--- config.mk ---
export PLATFORM = sky130hd
export DESIGN_NAME = vec_addr_gen
export DESIGN_NICKNAME = d
export VERILOG_FILES = /design/src/rtl/vec_addr_gen.sv
export SDC_FILE = /design/constraint.sdc
export NUM_CORES = 2
export LEC_CHECK = 0
export BUFFER_PORTS_ARGS = -buffer_cell sky130_fd_sc_hd__buf_2
export CORE_ASPECT_RATIO = 0.9
export CORE_MARGIN = 8
export CORE_UTILIZATION = 68
export CTS_CLUSTER_SIZE = 10
export DETAILED_ROUTE_END_ITERATION = 16
export PLACE_DENSITY_LB_ADDON = 0.05
export SYNTH_ARGS = -nofsm -noshare
export SYNTH_HDL_FRONTEND = slang
export SYNTH_SLANG_ARGS = --single-unit
--- constraint.sdc ---
create_clock -name clk -period 23.3 [get_ports clk]
set_clock_uncertainty 0.1 [all_clocks]
set_input_delay 1.165 -clock clk [delete_from_list [all_inputs] [get_ports clk]]
set_output_delay 1.165 -clock clk [all_outputs]
set_load 0.03 [all_outputs]
--- src/rtl/vec_addr_gen.sv ---
// vec_addr_gen: vector operand address generator for MULF/SUMF.
//
// On an accepted start, latches op/i/j/n and both base addresses, then streams
// one (addr_a, addr_b) pair per vector element over a valid/ready handshake.
//   MULF (op=0): addr_a walks row i of A (stride 1), addr_b walks column j of B
//                (stride n).
//   SUMF (op=1): addr_a and addr_b both walk row i (stride 1).
// All address arithmetic wraps silently mod 2^ADDR_W.
//
// Optional feature macro: BOUNDS_CHECK_EN
//   defined   -> i >= n, or (MULF and j >= n), with n != 0, raises sticky err
//                and skips the walk.
//   undefined -> no check; err is tied 0.
//
// Ports:
//   clk, rst            clock, asynchronous active-high reset
//   start, op           issue pulse and operation select (0=MULF, 1=SUMF)
//   i_in, j_in, n_in    row index, column index, vector length
//   base_a, base_b      operand base addresses
//   addr_a, addr_b      generated element addresses (0 when addr_valid is low)
//   addr_valid, addr_ready  handshake for the current pair
//   last                current pair is the final element
//   busy, done, err     status: not idle, completion pulse, bounds error
module vec_addr_gen #(
  parameter int ADDR_W = 32,
  parameter int DATA_W = 32
) (
  input  logic              clk,
  input  logic              rst,
  input  logic              start,
  input  logic              op,
  input  logic [DATA_W-1:0] i_in,
  input  logic [DATA_W-1:0] j_in,
  input  logic [DATA_W-1:0] n_in,
  input  logic [ADDR_W-1:0] base_a,
  input  logic [ADDR_W-1:0] base_b,
  output logic [ADDR_W-1:0] addr_a,
  output logic [ADDR_W-1:0] addr_b,
  output logic              addr_valid,
  input  logic              addr_ready,
  output logic              last,
  output logic              busy,
  output logic              done,
  output logic              err
);

  typedef enum logic [1:0] {IDLE, LOAD, ISSUE, DONE} state_t;

  state_t state, state_nx;

  logic              op_q;
  logic [DATA_W-1:0] i_q, j_q, n_q;
  logic [ADDR_W-1:0] base_a_q, base_b_q;
  logic [DATA_W-1:0] k;
  logic [ADDR_W-1:0] row_off, col_ptr;
  logic [ADDR_W-1:0] row_off_nx;
  logic              is_last;
  logic              bounds_bad;

  always_comb begin
    row_off_nx = ADDR_W'(i_q) * ADDR_W'(n_q);
    is_last    = (k == (n_q - DATA_W'(1)));
`ifdef BOUNDS_CHECK_EN
    bounds_bad = (n_q != '0) && ((i_q >= n_q) || (!op_q && (j_q >= n_q)));
`else
    bounds_bad = 1'b0;
`endif
  end

  // State register
  always_ff @(posedge clk or posedge rst) begin
    if (rst) state <= IDLE;
    else     state <= state_nx;
  end

  // Next-state logic
  always_comb begin
    state_nx = state;
    case (state)
      IDLE:    if (start) state_nx = LOAD;
      LOAD:    if ((n_q == '0) || bounds_bad) state_nx = DONE;
               else                            state_nx = ISSUE;
      ISSUE:   if (addr_ready && is_last) state_nx = DONE;
      DONE:    state_nx = IDLE;
      default: state_nx = IDLE;
    endcase
  end

  // Outputs decode from state only, so an async reset clears them at once.
  always_comb begin
    addr_valid = (state == ISSUE);
    busy       = (state != IDLE);
    done       = (state == DONE);
    addr_a     = '0;
    addr_b     = '0;
    last       = 1'b0;
    if (addr_valid) begin
      addr_a = base_a_q + row_off + ADDR_W'(k);
      addr_b = base_b_q + col_ptr;
      last   = is_last;
    end
  end

  // Latched operands and walk pointers
  always_ff @(posedge clk or posedge rst) begin
    if (rst) begin
      op_q     <= 1'b0;
      i_q      <= '0;
      j_q      <= '0;
      n_q      <= '0;
      base_a_q <= '0;
      base_b_q <= '0;
      k        <= '0;
      row_off  <= '0;
      col_ptr  <= '0;
    end else begin
      case (state)
        IDLE: begin
          if (start) begin
            op_q     <= op;
            i_q      <= i_in;
            j_q      <= j_in;
            n_q      <= n_in;
            base_a_q <= base_a;
            base_b_q <= base_b;
          end
        end
        LOAD: begin
          row_off <= row_off_nx;
          k       <= '0;
          col_ptr <= op_q ? row_off_nx : ADDR_W'(j_q);
        end
        ISSUE: begin
          if (addr_ready && !is_last) begin
            k       <= k + DATA_W'(1);
            col_ptr <= col_ptr + (op_q ? ADDR_W'(1) : ADDR_W'(n_q));
          end
        end
        default: ;
      endcase
    end
  end

`ifdef BOUNDS_CHECK_EN
  logic err_q;

  // Sticky until the next accepted start.
  always_ff @(posedge clk or posedge rst) begin
    if (rst)                          err_q <= 1'b0;
    else if (state == IDLE && start)  err_q <= 1'b0;
    else if (state == LOAD && bounds_bad) err_q <= 1'b1;
  end

  assign err = err_q;
`else
  assign err = 1'b0;
`endif

endmodule

# [Word level (Yosys, flattened, before mapping)]
# Index checks and enable logic that the tools add are counted.
[classes] add_sub_neg=6 multipliers=1 eq_ne=7 mux=13 reduce_logical=10
[op_table] operator="32-bit two-way mux" count=6
[op_table] operator="32-bit adder" count=4
[op_table] operator="32-bit one-hot mux with 2 select lines" count=2
[op_table] operator="32-bit by 1-bit adder with 32-bit output (second input constant)" count=1
[op_table] operator="32-bit equality test" count=1
[op_table] operator="32-bit zero test" count=1
[op_table] operator="32-bit by 32-bit multiplier with 32-bit output" count=1
[op_table] operator="32-bit by 1-bit subtractor with 32-bit output (second input constant)" count=1
[op_table] operator="2-bit one-hot mux with 4 select lines" count=1
[op_table] operator="2-bit AND reduction" count=3
[op_table] operator="2-bit equality test (second input constant)" count=2
[op_table] operator="2-bit two-way mux" count=2
[op_table] operator="2-bit by 1-bit inequality test with 1-bit output (second input constant)" count=2
[op_table] operator="2-bit nonzero test" count=2
[op_table] operator="2-bit by 1-bit equality test with 1-bit output (second input constant)" count=1
[op_table] operator="1-bit logical AND" count=2
[op_table] operator="2-bit zero test" count=1
[op_table] operator="1-bit two-way mux" count=2
[op_table] operator="2-bit inequality test (second input constant)" count=1
[op_table] operator="1-bit zero test" count=1
[word_totals] reg_bits=259 inputBits=165 out_inout_bits=69 wordCells=47

# [Logic depth before layout (Yosys ltp)]
[logic_depth] word_depth=6 ltp_mapped=29

# [Worst setup path after synthesis]
# No wires, ideal clock.
[synth_timing] path_type="register -> register" start="register n_q[6]" end="register col_ptr[31]" arrival_ns=7.199 t_required_ns=23.076 setup_slack_ns=15.877 stages_incl_launch_ff=27 path_cell_list="dfrtp_1 > clkbuf_1 > clkbuf_1 > clkbuf_1 > and2_1 > fa_1 > fa_1 > fa_1 > inv_1 > fa_1 > inv_1 > fa_1 > inv_1 > fa_1 > inv_1 > fa_1 > fa_1 > ha_1 > nand4_1 > or3_1 > a211oi_1 > a2111oi_0 > a21o_1 > o21ai_0 > xnor2_1 > and3_1 > a211o_1"
[synth_via] elab_chain_len=6 word_cells_on_any_way=12 classes_between="add/sub: 2; mul: 1; eq/ne: 2; mux: 4; reduce/logical: 3"
[synth_lines] element="from (decl)" line="52" text="logic [DATA_W-1:0] i_q, j_q, n_q;"
[synth_lines] element="from (signal assigned)" line="123" text="n_q <= n_in;"
[synth_lines] element="parallel branches: the longest is 6 deep, another holds 32-bit by 32-bit multiplier with 32-bit output"
[synth_lines] element="to (signal assigned)" line="131" text="col_ptr <= op_q ? row_off_nx : ADDR_W'(j_q);"
[synth_lines] element="to (signal assigned)" line="136" text="col_ptr <= col_ptr + (op_q ? ADDR_W'(1) : ADDR_W'(n_q));"
[synth_lines] element="to (decl)" line="55" text="logic [ADDR_W-1:0] row_off, col_ptr;"
# Several ways; the timed one is not identified. The select of a mux whose other input is x is not followed.
# A chain may end at the register's enable or synchronous reset.

# [Worst setup path in the final report]
[layout_timing] start="register n_q[5]" end="register col_ptr[31]"
# Same word-level chain as after synthesis.

==> results_dict.tcl <==
set metrics [dict create \
    status "complete, no violations" \
    hold_viol 0 \
    ant_nets 0 \
    cts_sinks 259 \
    r2r_cells 24 \
    synthCells 3503 \
    grt.total_usage_pct 34.6 \
    whs_endpoint "i_q[31]" \
    yosys.area_share.simple_pct 17.0 \
    row_count 77 \
    maxCapViolCount 0 \
    synth_fp_nets 4332 \
    grt_max_degree 137 \
    synth-edff-count 0 \
    vias 26500 \
    num-nets-final 4457 \
    cts_made_buffers 34 \
    crit_type "flop to flop" \
    cp_max_fo 26 \
    clk_latency_ns 0.55 \
    syn-cell-area_mm2 0.0333 \
    cts_setup_buffers 0 \
    initial_core_util_pct 68.3 \
    synthXorXnorAreaFrac_pct 5.45 \
    grt_pass1_vias 27900 \
    slew_viol_final 0 \
    hold_ws_ns 0.408 \
    path_clk_slew_ns 0.06 \
    gp_congestion 0.988 \
    synth_warnings 0 \
    hold_buffers 0 \
    dp_slack_ns 15.31 \
    synthAdderAreaFrac_pct 34.9 \
    cts_buffer_depth 3 \
    rsz0062_at_grt "false" \
    overflow 0 \
    hold_start "i_q[31]" \
    min_path_type "flop to flop" \
    cp-end-kind "flop" \
    tightest_slew_ns 1.19 \
    placed_area_mm2 0.0349 \
    syn_to_final_growth_pct 7.96 \
    setup_violations 0 \
    hold_path_depth 1 \
    htreeDepth 2 \
    syn_area_per_cell_um2 9.50 \
    antenna_found_initial 8 \
    io_pins 234 \
    fmax_mhz 123 \
    synth_cell_types 79 \
    synthFlopType "dfrtp_1" \
    dp_hpwl_um 74400 \
    async_flop_share_pct 100 \
    layout_commonest_cell "fa_1" \
    core_area_mm2 0.0487 \
    regToRegSetupSlack_ns 15.20 \
    die_h_um 226 \
    port_buffers 232 \
    fin_area_mm2 0.0359 \
    muxShareOfSynthArea_pct 7.43 \
    ys_seq_elements 259 \
    drt_iter0_drc 2229 \
    die_area_mm2 0.0563 \
    layout_min_cycle_time_ns 8.10 \
    r2r_start "n_q[5]" \
    arrival_ns 8.43 \
    maxSlewHeadroom_pct 20.7 \
    grt_pass1_wl_um 154000 \
    cts_tree "yes" \
    drtPass1Iterations 8 \
    final_cell_mix "442 x fa_1, 427 x inv_1, 339 x and2_1, 324 x nand2_1, 258 x dfrtp_1" \
    startpoint_type "flop" \
    r2r_end "col_ptr[31]" \
    viasPerCell 6.19 \
    drive_above_1_share_pct 15.0 \
    cts.repair.resized 0 \
    synth_top_family_by_area "adder cells" \
    post-route-period-util_pct 34.8 \
    wl_per_cell_um 22.6 \
    finalSetupTns_ns 0 \
    synth-compound-area-share_pct 8.65 \
    seq_area_frac_synth_pct 19.5 \
    drt-total-wl_um 96500 \
    die_w_um 249 \
    crit_required_ns 23.63 \
    clockRootBuffer "clkbuf_16" \
    setup_ws_ns 15.20 \
    drc 0 \
]
cell families after synthesis:
group	after synthesis
AND/OR/NAND/NOR	1086
adder cells (fa/ha/maj)	664
buffers and inverters	618
AO/OA/AOI/OAI	445
flip-flops	259
multiplexers	223
XOR/XNOR	207
other	1
registers in the layout (all words and copies together) (netlist names):
register,flops
op_q,1
state,2
i_q,32
row_off,32
k,32
base_b_q,32
j_q,32
base_a_q,32
n_q,32
col_ptr,32
worst max path at each step:
stage,to,start,cells after the start
global route,col_ptr[31],n_q[3],25
global placement,col_ptr[31],n_q[5],24
finish,col_ptr[31],n_q[5],24
detailed placement,col_ptr[31],n_q[5],23
CTS,col_ptr[31],n_q[5],23
floorplan,base_a_q[0],rst,1
cells in the mapped netlist, drive strengths merged (5+ instances only):
cell	count	area (um2)
nand3	44	225
ha	222	2780
a211o	5	43.8
nor4	17	143
a221oi	6	52.6
mux2i	31	310
nand2b	13	81.3
a31oi	16	100
fa	442	8850
or2	8	50.1
a21oi	132	661
nor2	161	621
a311oi	5	43.8
o211ai	22	165
nor3	37	195
dfrtp	259	6480
nand4b	8	70.1
o31ai	19	156
or4	16	124
o21a	24	180
or3	17	106
nand2	325	1220
inv	429	1610
and2	340	2130
clkbuf	157	589
o21ai	81	409
xnor2	150	1310
a21o	43	323
xor2	57	499
nor2b	41	257
nand4	22	153
nor3b	6	45.0
o21bai	17	128
mux2	192	2160
and3	18	113
buf	32	153
a211oi	32	240
nor4b	5	58.8
worst max-delay path: stages (launching register included):
cell and delay (ns):
dfrtp_1 1.05, and2_1 0.28, fa_1 0.42, fa_1 0.49, fa_1 0.53, inv_1 0.06
fa_1 0.48, inv_1 0.05, fa_1 0.50, inv_1 0.06, fa_1 0.53, inv_1 0.05
fa_1 0.49, fa_1 0.41, ha_1 0.36, a21oi_1 0.18, o21ai_0 0.10, a21oi_1 0.20
o21ai_0 0.16, a2111oi_0 0.56, a21o_1 0.18, o21ai_0 0.12, xnor2_1 0.16, and3_1 0.19
a211o_1 0.26
stage by stage:
| step | cells | util, % |
|---|---|---|
| 2_1_floorplan | 3503 | - |
| 5_1_grt | 4276 | 73.7 |
| 6_report | 4276 | 73.7 |
| 4_1_cts | 4274 | 73.7 |
| 3_5_place_dp | 4224 | 71.5 |
| 3_3_place_gp | 4224 | 71.5 |
routing by layer:
metal,global-route usage [%],part of all wire (%),vias to the layer above
li1,-,-,11600
met1,45.9,40,13300
met2,55.3,46,1267
met3,8.36,10,279
met4,13.1,4.2,14
met5,0,0.085,-
cell type report:
class                           count  area (um2)
Multi-Input combinational cell   2626       24500
Fill cell                        3621       12800
Sequential cell                   259        6480
Inverter                          429        1620
Timing Repair Buffer              278        1520
Clock buffer                       44         950
Tap cell                          632         791
Clock inverter                      6         109
Antenna cell                        2        5.00
Power is left out: the tool's default activity adds up to more than one toggle a clock period on the data nets, which glitch-free logic cannot reach.
